### src/rtl/bti_arb.sv
`default_nettype none
// ============================================================================
// Module   : bti_arb
// Brief    : Merges the rv32i instruction-side (m0) and data-side (m1) BTI
//            master ports onto one BTI slave port. The grant is locked until
//            the slave accepts it. An in-order owner FIFO steers each slave
//            response back to the master that issued the request.
// Options  : BTI_ARB_RR_EN - round-robin conflict resolution. When it is not
//            defined, m1 (data side) always wins a conflict.
// Revision : 1.0 - initial release
// ============================================================================
module bti_arb #(
  parameter int AW        = 32,
  parameter int DW        = 32,
  parameter int OST_DEPTH = 4
) (
  input  logic                       clk,
  input  logic                       rst,
  // master 0 (instruction side)
  input  logic                       m0_req_vld,
  output logic                       m0_req_rdy,
  input  logic [AW-1:0]              m0_req_addr,
  input  logic                       m0_req_wr,
  input  logic [DW-1:0]              m0_req_wdata,
  input  logic [DW/8-1:0]            m0_req_wstrb,
  output logic                       m0_rsp_vld,
  input  logic                       m0_rsp_rdy,
  output logic [DW-1:0]              m0_rsp_rdata,
  output logic                       m0_rsp_err,
  // master 1 (data side)
  input  logic                       m1_req_vld,
  output logic                       m1_req_rdy,
  input  logic [AW-1:0]              m1_req_addr,
  input  logic                       m1_req_wr,
  input  logic [DW-1:0]              m1_req_wdata,
  input  logic [DW/8-1:0]            m1_req_wstrb,
  output logic                       m1_rsp_vld,
  input  logic                       m1_rsp_rdy,
  output logic [DW-1:0]              m1_rsp_rdata,
  output logic                       m1_rsp_err,
  // slave port
  output logic                       s_req_vld,
  input  logic                       s_req_rdy,
  output logic [AW-1:0]              s_req_addr,
  output logic                       s_req_wr,
  output logic [DW-1:0]              s_req_wdata,
  output logic [DW/8-1:0]            s_req_wstrb,
  input  logic                       s_rsp_vld,
  output logic                       s_rsp_rdy,
  input  logic [DW-1:0]              s_rsp_rdata,
  input  logic                       s_rsp_err,
  // status
  output logic [$clog2(OST_DEPTH):0] ost_cnt,
  output logic                       err_stray
);

  localparam int                 c_ptr_w = $clog2(OST_DEPTH);
  localparam logic [c_ptr_w:0]   c_full  = (c_ptr_w+1)'(OST_DEPTH);
  localparam logic [c_ptr_w-1:0] c_ptr_one = c_ptr_w'(1);
  localparam logic [c_ptr_w:0]   c_cnt_one = (c_ptr_w+1)'(1);

  logic               r_lock;
  logic               r_lock_own;
  logic               r_err_stray;
  logic [c_ptr_w:0]   r_cnt;
  logic [c_ptr_w-1:0] r_wptr;
  logic [c_ptr_w-1:0] r_rptr;
  logic               r_owner_q [OST_DEPTH];

  logic w_full;
  logic w_empty;
  logic w_prio;
  logic w_gnt;
  logic w_gnt_vld;
  logic w_push;
  logic w_pop;
  logic w_stray;
  logic w_head;

  assign w_full  = (r_cnt == c_full);
  assign w_empty = (r_cnt == '0);

`ifdef BTI_ARB_RR_EN
  logic r_prio;

  // Round-robin pointer: after every accepted request, favour the other master.
  always_ff @(posedge clk or posedge rst) begin
    if (rst) begin
      r_prio <= 1'b1;
    end else if (w_push) begin
      r_prio <= ~w_gnt;
    end
  end

  assign w_prio = r_prio;
`else
  assign w_prio = 1'b1;
`endif

  // Grant select: a locked owner wins outright, otherwise resolve the request pair.
  always_comb begin
    w_gnt = 1'b0;
    if (r_lock) begin
      w_gnt = r_lock_own;
    end else if (m0_req_vld && m1_req_vld) begin
      w_gnt = w_prio;
    end else if (m1_req_vld) begin
      w_gnt = 1'b1;
    end
  end

  // Request path: payload follows the grant; a full owner FIFO blocks everything.
  assign w_gnt_vld   = w_gnt ? m1_req_vld   : m0_req_vld;
  assign s_req_vld   = w_gnt_vld && !w_full;
  assign s_req_addr  = w_gnt ? m1_req_addr  : m0_req_addr;
  assign s_req_wr    = w_gnt ? m1_req_wr    : m0_req_wr;
  assign s_req_wdata = w_gnt ? m1_req_wdata : m0_req_wdata;
  assign s_req_wstrb = w_gnt ? m1_req_wstrb : m0_req_wstrb;
  assign m0_req_rdy  = !w_gnt && s_req_rdy && !w_full;
  assign m1_req_rdy  =  w_gnt && s_req_rdy && !w_full;

  // Response path: the FIFO head names the owner; an empty FIFO swallows strays.
  assign w_head       = r_owner_q[r_rptr];
  assign m0_rsp_vld   = s_rsp_vld && !w_empty && !w_head;
  assign m1_rsp_vld   = s_rsp_vld && !w_empty &&  w_head;
  assign m0_rsp_rdata = s_rsp_rdata;
  assign m1_rsp_rdata = s_rsp_rdata;
  assign m0_rsp_err   = s_rsp_err;
  assign m1_rsp_err   = s_rsp_err;
  assign s_rsp_rdy    = w_empty ? s_rsp_vld : (w_head ? m1_rsp_rdy : m0_rsp_rdy);

  assign w_push  = s_req_vld && s_req_rdy;
  assign w_pop   = s_rsp_vld && s_rsp_rdy && !w_empty;
  assign w_stray = s_rsp_vld && w_empty;

  // Control state: grant lock, FIFO pointers/occupancy and the stray pulse.
  always_ff @(posedge clk or posedge rst) begin
    if (rst) begin
      r_lock      <= 1'b0;
      r_lock_own  <= 1'b0;
      r_err_stray <= 1'b0;
      r_cnt       <= '0;
      r_wptr      <= '0;
      r_rptr      <= '0;
    end else begin
      r_err_stray <= w_stray;
      if (w_push) begin
        r_lock <= 1'b0;
      end else if (s_req_vld) begin
        r_lock     <= 1'b1;
        r_lock_own <= w_gnt;
      end
      if (w_push) begin
        r_wptr <= r_wptr + c_ptr_one;
      end
      if (w_pop) begin
        r_rptr <= r_rptr + c_ptr_one;
      end
      case ({w_push, w_pop})
        2'b10:   r_cnt <= r_cnt + c_cnt_one;
        2'b01:   r_cnt <= r_cnt - c_cnt_one;
        default: r_cnt <= r_cnt;
      endcase
    end
  end

  // Owner storage: record which master issued each accepted request.
  always_ff @(posedge clk) begin
    if (w_push) begin
      r_owner_q[r_wptr] <= w_gnt;
    end
  end

  assign ost_cnt   = r_cnt;
  assign err_stray = r_err_stray;

endmodule
`default_nettype wire

### config.mk
export PLATFORM = sky130hd
export DESIGN_NAME = bti_arb
export DESIGN_NICKNAME = d
export VERILOG_FILES = /design/src/rtl/bti_arb.sv
export SDC_FILE = /design/constraint.sdc
export NUM_CORES = 1
export LEC_CHECK = 0
export BUFFER_PORTS_ARGS = -buffer_cell sky130_fd_sc_hd__buf_2
export CORE_AREA = 8 8 119 121
export CTS_CLUSTER_DIAMETER = 40
export DETAILED_ROUTE_END_ITERATION = 8
export DIE_AREA = 0 0 127 129
export PLACE_DENSITY = 0.52
export SKIP_LAST_GASP = 1
export SLEW_MARGIN = 25
export SYNTH_ARGS = -nofsm -noshare
export SYNTH_HDL_FRONTEND = slang
export SYNTH_SLANG_ARGS = --single-unit
### constraint.sdc
create_clock -name clk -period 2.2 [get_ports clk]
set_input_delay 0.33 -clock clk [delete_from_list [all_inputs] [get_ports clk]]
set_output_delay 0.33 -clock clk [all_outputs]
set_load 0.01 [all_outputs]
After elaboration in Yosys (flattened, before gate mapping)
Memories as Yosys holds them, arrays and structs flattened.
Cells that the tools add are included.
{"block": "totals", "regBits": 10, "mem_bits_rw": 4, "in_bits": 179, "output_inout_bits": 145, "word_cells": 51, "n_memories": 1}
{"memory": "r_owner_q", "words": 4, "width": 1, "read_ports": 1, "rd_ports_with_merged_regs": 0, "wr": 1, "line_no": "68", "text": "logic r_owner_q [OST_DEPTH];"}
{"block": "classes", "addsub": 4, "eq_ne": 3, "n_mux": 15, "bitwise_logic": 1, "reduce_logical": 21}
{"operator": "two-way mux 32 bit", "n": 2}
{"operator": "logical AND 1 bit", "n": 13}
{"operator": "two-way mux 1 bit", "n": 11}
{"operator": "case mux 3 bit (2 select lines)", "n": 1}
{"operator": "adder 2 x 1 -> 2 bit, second input constant", "n": 2}
{"operator": "logical NOT 1 bit", "n": 4}
{"operator": "two-way mux 4 bit", "n": 1}
{"operator": "nonzero test 2 bit", "n": 2}
{"operator": "adder 3 x 1 -> 3 bit, second input constant", "n": 1}
{"operator": "equality test 3 bit, second input constant", "n": 1}
{"operator": "logical NOT 3 bit", "n": 1}
{"operator": "subtractor 3 x 1 -> 3 bit, second input constant", "n": 1}
{"operator": "equality test 2 x 1 -> 1 bit, second input constant", "n": 1}
{"operator": "equality test 2 bit, second input constant", "n": 1}
{"operator": "AND reduction 2 bit", "n": 1}
{"operator": "NOT 1 bit", "n": 1}

Logic depth before layout (Yosys ltp)
{"block": "logic_depth", "depth_word": 8, "ltp_mapped": 10, "mapped_depth_nobuf": 10}

Worst setup path before layout
No wires, ideal clock.
{"block": "synth_path", "path_kind": "register to register", "startpoint": "reg r_lock_own", "endpoint": "reg r_cnt[2], in the netlist ost_cnt[2]", "setup_time_ns": 0.132, "arrival_time_ns": 2.010, "t_required_ns": 2.068, "slack_ns": 0.059, "path_stages_with_launch": 11, "path_buffers": 0, "period_less_slack_ns": 2.141, "cell_sequence": "dfrtp_1 > mux2i_1 > a221oi_4 > and2_4 > inv_1 > ha_1 > inv_1 > fa_1 > xor2_1 > nor2_1 > xor2_1"}
{"block": "synth_via", "elab_chain_cells": 6, "word_cells_on_any_way": 8, "cone_classes": "eq/ne: 2; mux: 3; reduce/logical: 3"}
{"element": "start, declared", "line_no": "63", "text": "logic r_lock_own;"}
{"element": "start signal, assigned", "line_no": "151", "text": "r_lock_own <= w_gnt;"}
{"element": "two-way mux 1 bit *", "line_no": "103", "text": "if (r_lock) begin"}
{"element": "two-way mux 1 bit *", "line_no": "113", "text": "assign w_gnt_vld = w_gnt ? m1_req_vld : m0_req_vld;"}
{"element": "logical AND 1 bit *", "line_no": "114", "text": "assign s_req_vld = w_gnt_vld && !w_full;"}
{"element": "via s_req_vld", "line_no": "42", "text": "output logic s_req_vld,"}
{"element": "logical AND 1 bit *", "line_no": "132", "text": "assign w_push = s_req_vld && s_req_rdy;"}
{"element": "equality test 2 x 1 -> 1 bit / equality test 2 bit (equally long branches)", "line_no": "159", "text": "case ({w_push, w_pop})"}
{"element": "case mux 3 bit (2 select lines) / nonzero test 2 bit (equally long branches)"}
{"element": "end signal, assigned", "line_no": "160", "text": "2'b10: r_cnt <= r_cnt + c_cnt_one;"}
{"element": "end signal, assigned", "line_no": "161", "text": "2'b01: r_cnt <= r_cnt - c_cnt_one;"}
{"element": "end signal, assigned", "line_no": "162", "text": "default: r_cnt <= r_cnt;"}
{"element": "end, declared", "line_no": "65", "text": "logic [c_ptr_w:0] r_cnt;"}
Mark *: on every way through the listed nets, which the timed path passes. The rest lies on a longest branch.
A chain may end at the register's enable or synchronous reset.

Final worst setup path
{"block": "layout_path", "startpoint": "reg r_rptr[1]", "endpoint": "reg r_cnt[2], in the netlist ost_cnt[2]"}
{"block": "layout_via", "elab_chain_cells": 7, "word_cells_on_any_way": 9, "cone_classes": "eq/ne: 2; mux: 3; reduce/logical: 3; memory: 1"}
{"element": "start, declared", "line_no": "67", "text": "logic [c_ptr_w-1:0] r_rptr;"}
{"element": "start signal, assigned", "line_no": "157", "text": "r_rptr <= r_rptr + c_ptr_one;"}
{"element": "memory read (4 x 1 bit) *"}
{"element": "two-way mux 1 bit * (2 in a row)", "line_no": "130", "text": "assign s_rsp_rdy = w_empty ? s_rsp_vld : (w_head ? m1_rsp_rdy : m0_rsp_rdy);"}
{"element": "logical AND 1 bit * (2 in a row)", "line_no": "133", "text": "assign w_pop = s_rsp_vld && s_rsp_rdy && !w_empty;"}
{"element": "via w_pop", "line_no": "76", "text": "logic w_pop;"}
{"element": "equality test 2 x 1 -> 1 bit / equality test 2 bit (equally long branches)", "line_no": "159"}
{"element": "case mux 3 bit (2 select lines) / nonzero test 2 bit (equally long branches)"}
Marked as above.

==> impl_results.md <==
- Cell Area, Synth: 2130 um^2
- Setup crit start kind: flop
- Synth Area in XOR/XNOR: 2.05%
- Distinct cells, synth: 25
- Least-Margin Pin Slew: 432 ps
- Critical path class: reg2reg
- Largest net degree at the start of global routing: 45
- Final instance area: 3130 um^2
- Initial drt markers: 125
- Slew HR: 71.2%
- Fin. max-slew vios: 0
- First-pass GRT wire length: 14,400 um
- CP Max Fanout: 3
- Final count of negative-setup-slack endpoints: 1
- TritonCTS Sinks: 14
- Data arrival time of the critical path: 2390 ps
- Violated checks: negative setup slack
- F_max: 448 MHz
- Final hold slack: 76.3 ps
- IO buf count: 224
- Yosys reg bits: 14
- Avg Inst Size Synth: 5.93 um^2
- Post-DP HPWL: 8900 um
- Drt total wl: 10,200 um
- Layout Cells excl Fill: 671
- Die Footprint: 16,400 um^2
- Adder-Cell Fraction of Synth Area: 3.87%
- Initial antenna violation count: 0
- Residual DRC: 0
- Final worst slack: -30.1 ps
- Setup Skew: 2.66 ps
- Share of post-route cells with drive strength above 1: 48.8%
- R2R Setup Slk: -30 ps
- Num CTS Buffers: 3
- Fillers: 1,452
- CTS max path bufs: 2
- Worst R2R End: ost_cnt[2]
- Core outline area: 12,300 um^2
- CP Data Required Time: 2360 ps
- Peak supply drop: 0.314 mV
- Diodes inserted: 0
- Synth Instances: 360
- End-of-flow core utilization: 25.4%
- Clock transition at path regs: 50 ps
- 1st-pass router iterations: 4
- Chip Width: 127 um
- Height of the die: 129 um
- Vias post-DR: 2,558
- Power Density: 1240 nW/um^2
- Gpl congestion: 0.758
- Grt total ovfl: 0
- H-tree depth: 1
- Sequential share of the synthesized area: 17.4%
- RSZ-0062 raised after global routing: true
- Tot GR Track Use: 11.0%
- Crit path capture type: flop
- Fin. Hold Viols: 0
- Drt via density: 3.81
- Remaining antenna violation count: 0
- Mux contribution to synthesized area: 5.10%
- Simple-gate share of the synthesized area: 41.6%
- Compound-cell area share of the yosys netlist: 2.58%
- Synth Net Count: 545
- FF-to-FF Start: r_rptr[1]
- Main combinational cell family by area after synthesis: simple AND/OR/NAND/NOR gates
- Number of cells on the worst reg-to-reg path: 10
- Leakage: 2.02 nW
- Worst Hold Class: in2async
- Status: finished with violations
- Post-layout nets: 707
- Number of global-route vias before repair: 2,493
- Number of hold buffers added after cts: 0
- Worst-Skew Late Latency: 240 ps
- I/O pins: 324
- Fin crit period: 2230 ps
- Synth-to-Final Area Change: 46.4%
- Initial core utilization: 17.3%
- CTS Root Cell: clkbuf_16
- Dpl ws: 20.8 ps
- Final period util: 101%
- Area post-placement: 3000 um^2
- CTS tree: done
- Max-cap viol count: 0
- Synth warn: 0
- Avg WL per Cell: 15.2 um
- Inst Count DP: 664
- Row cnt: 41
==> critical path, stage by stage (launching register included) <==
cell and delay [ps]:
dfrtp_1 430, mux2i_2 290, mux2i_2 140, mux2i_1 150, nor2_1 130, ha_2 190
inv_1 60, fa_2 330, xor2_1 140, nor2_1 120, xor2_1 170
==> area by class of cell <==
class	instances	area [um^2]	share of cell area, %
repair buffers	237	1250	39.9
multi-input cells	256	1200	38.5
flip-flops and latches	14	370	11.8
well taps	150	188	6.00
clock buffers	3	75.1	2.40
inverters	10	37.5	1.20
clock inverters	1	3.75	0.120
==> Yosys cell counts <==
cell type | n | area, um^2
inv_1 | 9 | 33.8
dfrtp_1 | 10 | 250
xnor2_1 | 2 | 17.5
inv_2 | 1 | 3.75
o21ai_0 | 1 | 5.00
a21oi_1 | 2 | 10.0
nor3b_1 | 1 | 7.51
clkbuf_1 | 14 | 52.6
ha_1 | 5 | 62.6
nor2_1 | 11 | 41.3
buf_4 | 66 | 495
edfxtp_1 | 4 | 120
nor2b_1 | 1 | 6.26
or3_1 | 1 | 6.26
and2_4 | 1 | 8.76
fa_1 | 1 | 20.0
and3_2 | 4 | 30.0
nand2_1 | 210 | 788
mux2i_2 | 1 | 13.8
xor2_1 | 3 | 26.3
a31oi_1 | 1 | 6.26
a221oi_4 | 1 | 26.3
o31ai_1 | 1 | 7.51
mux2_4 | 1 | 15.0
mux2i_1 | 8 | 80.1
==> power by group <==
part / total [mW] / switching [mW] / internal [mW] / leakage, nW
clock: 0.347 / 0.106 / 0.241 / 0.0385
sequential: 0.502 / 0.116 / 0.386 / 0.154
combinational: 3.03 / 1.78 / 1.25 / 1.83
total: 3.88 / 2.00 / 1.88 / 2.02
==> sequential cells by signal (all words and copies together) (netlist names) <==
register / cells
r_lock: 1
r_wptr: 2
r_lock_own: 1
r_owner_q: 4
err_stray: 1
ost_cnt: 3
r_rptr: 2
==> metrics by stage <==
step / power [mW] / setup TNS (ps)
final: 3.88 / -30.1
after global routing: 4.26 / -179
after CTS: 3.88 / 0
after detailed placement: 3.52 / 0
after global placement: 3.51 / 0
after floorplan: 2.27 / 0
==> cell families after synthesis <==
kind of cell,count (synthesis)
compound gates,6
buf+inv,90
mux,10
fa+ha+maj,6
simple gates,229
xor+xnor,5
flops,14
==> repair_timing <==
| item | in CTS | in global routing |
|---|---|---|
| hold endpoints to repair | 0 | 0 |
| endpoints found under the setup margin | 0 | 20 |
| gates resized for setup | 0 | 6 |
| setup buffers | 0 | 3 |
==> placed cells by master, fill, tap and decap left out, drive strengths merged, types with 2 or more instances in the layout <==
cell type,instances
clkbuf,3
ha,5
buf,237
a21oi,2
nor2,11
edfxtp,4
xor2,3
nand2,210
and3,4
mux2i,9
inv,10
dfrtp,10
xnor2,2
==> layer usage <==
layer	part of all wire, %	global-route usage [%]
met5	0	0
met4	0.14	1.05
met3	11	5.21
met2	51	19.2
met1	38	12.3
==> how the worst max path moves through the flow <==
stage / depth (start not counted) / to / slack [ps] / from
2_1_floorplan: 10 / ost_cnt[2] / 60 / r_lock_own
3_3_place_gp: 10 / ost_cnt[2] / 80 / r_rptr[1]
4_1_cts: 10 / ost_cnt[2] / 7 / r_rptr[1]
3_5_place_dp: 10 / ost_cnt[2] / 20 / r_rptr[1]
5_1_grt: 10 / ost_cnt[2] / -160 / r_rptr[1]
6_report: 10 / ost_cnt[2] / -30 / r_rptr[1]
Power figures use the tool's default switching activity.
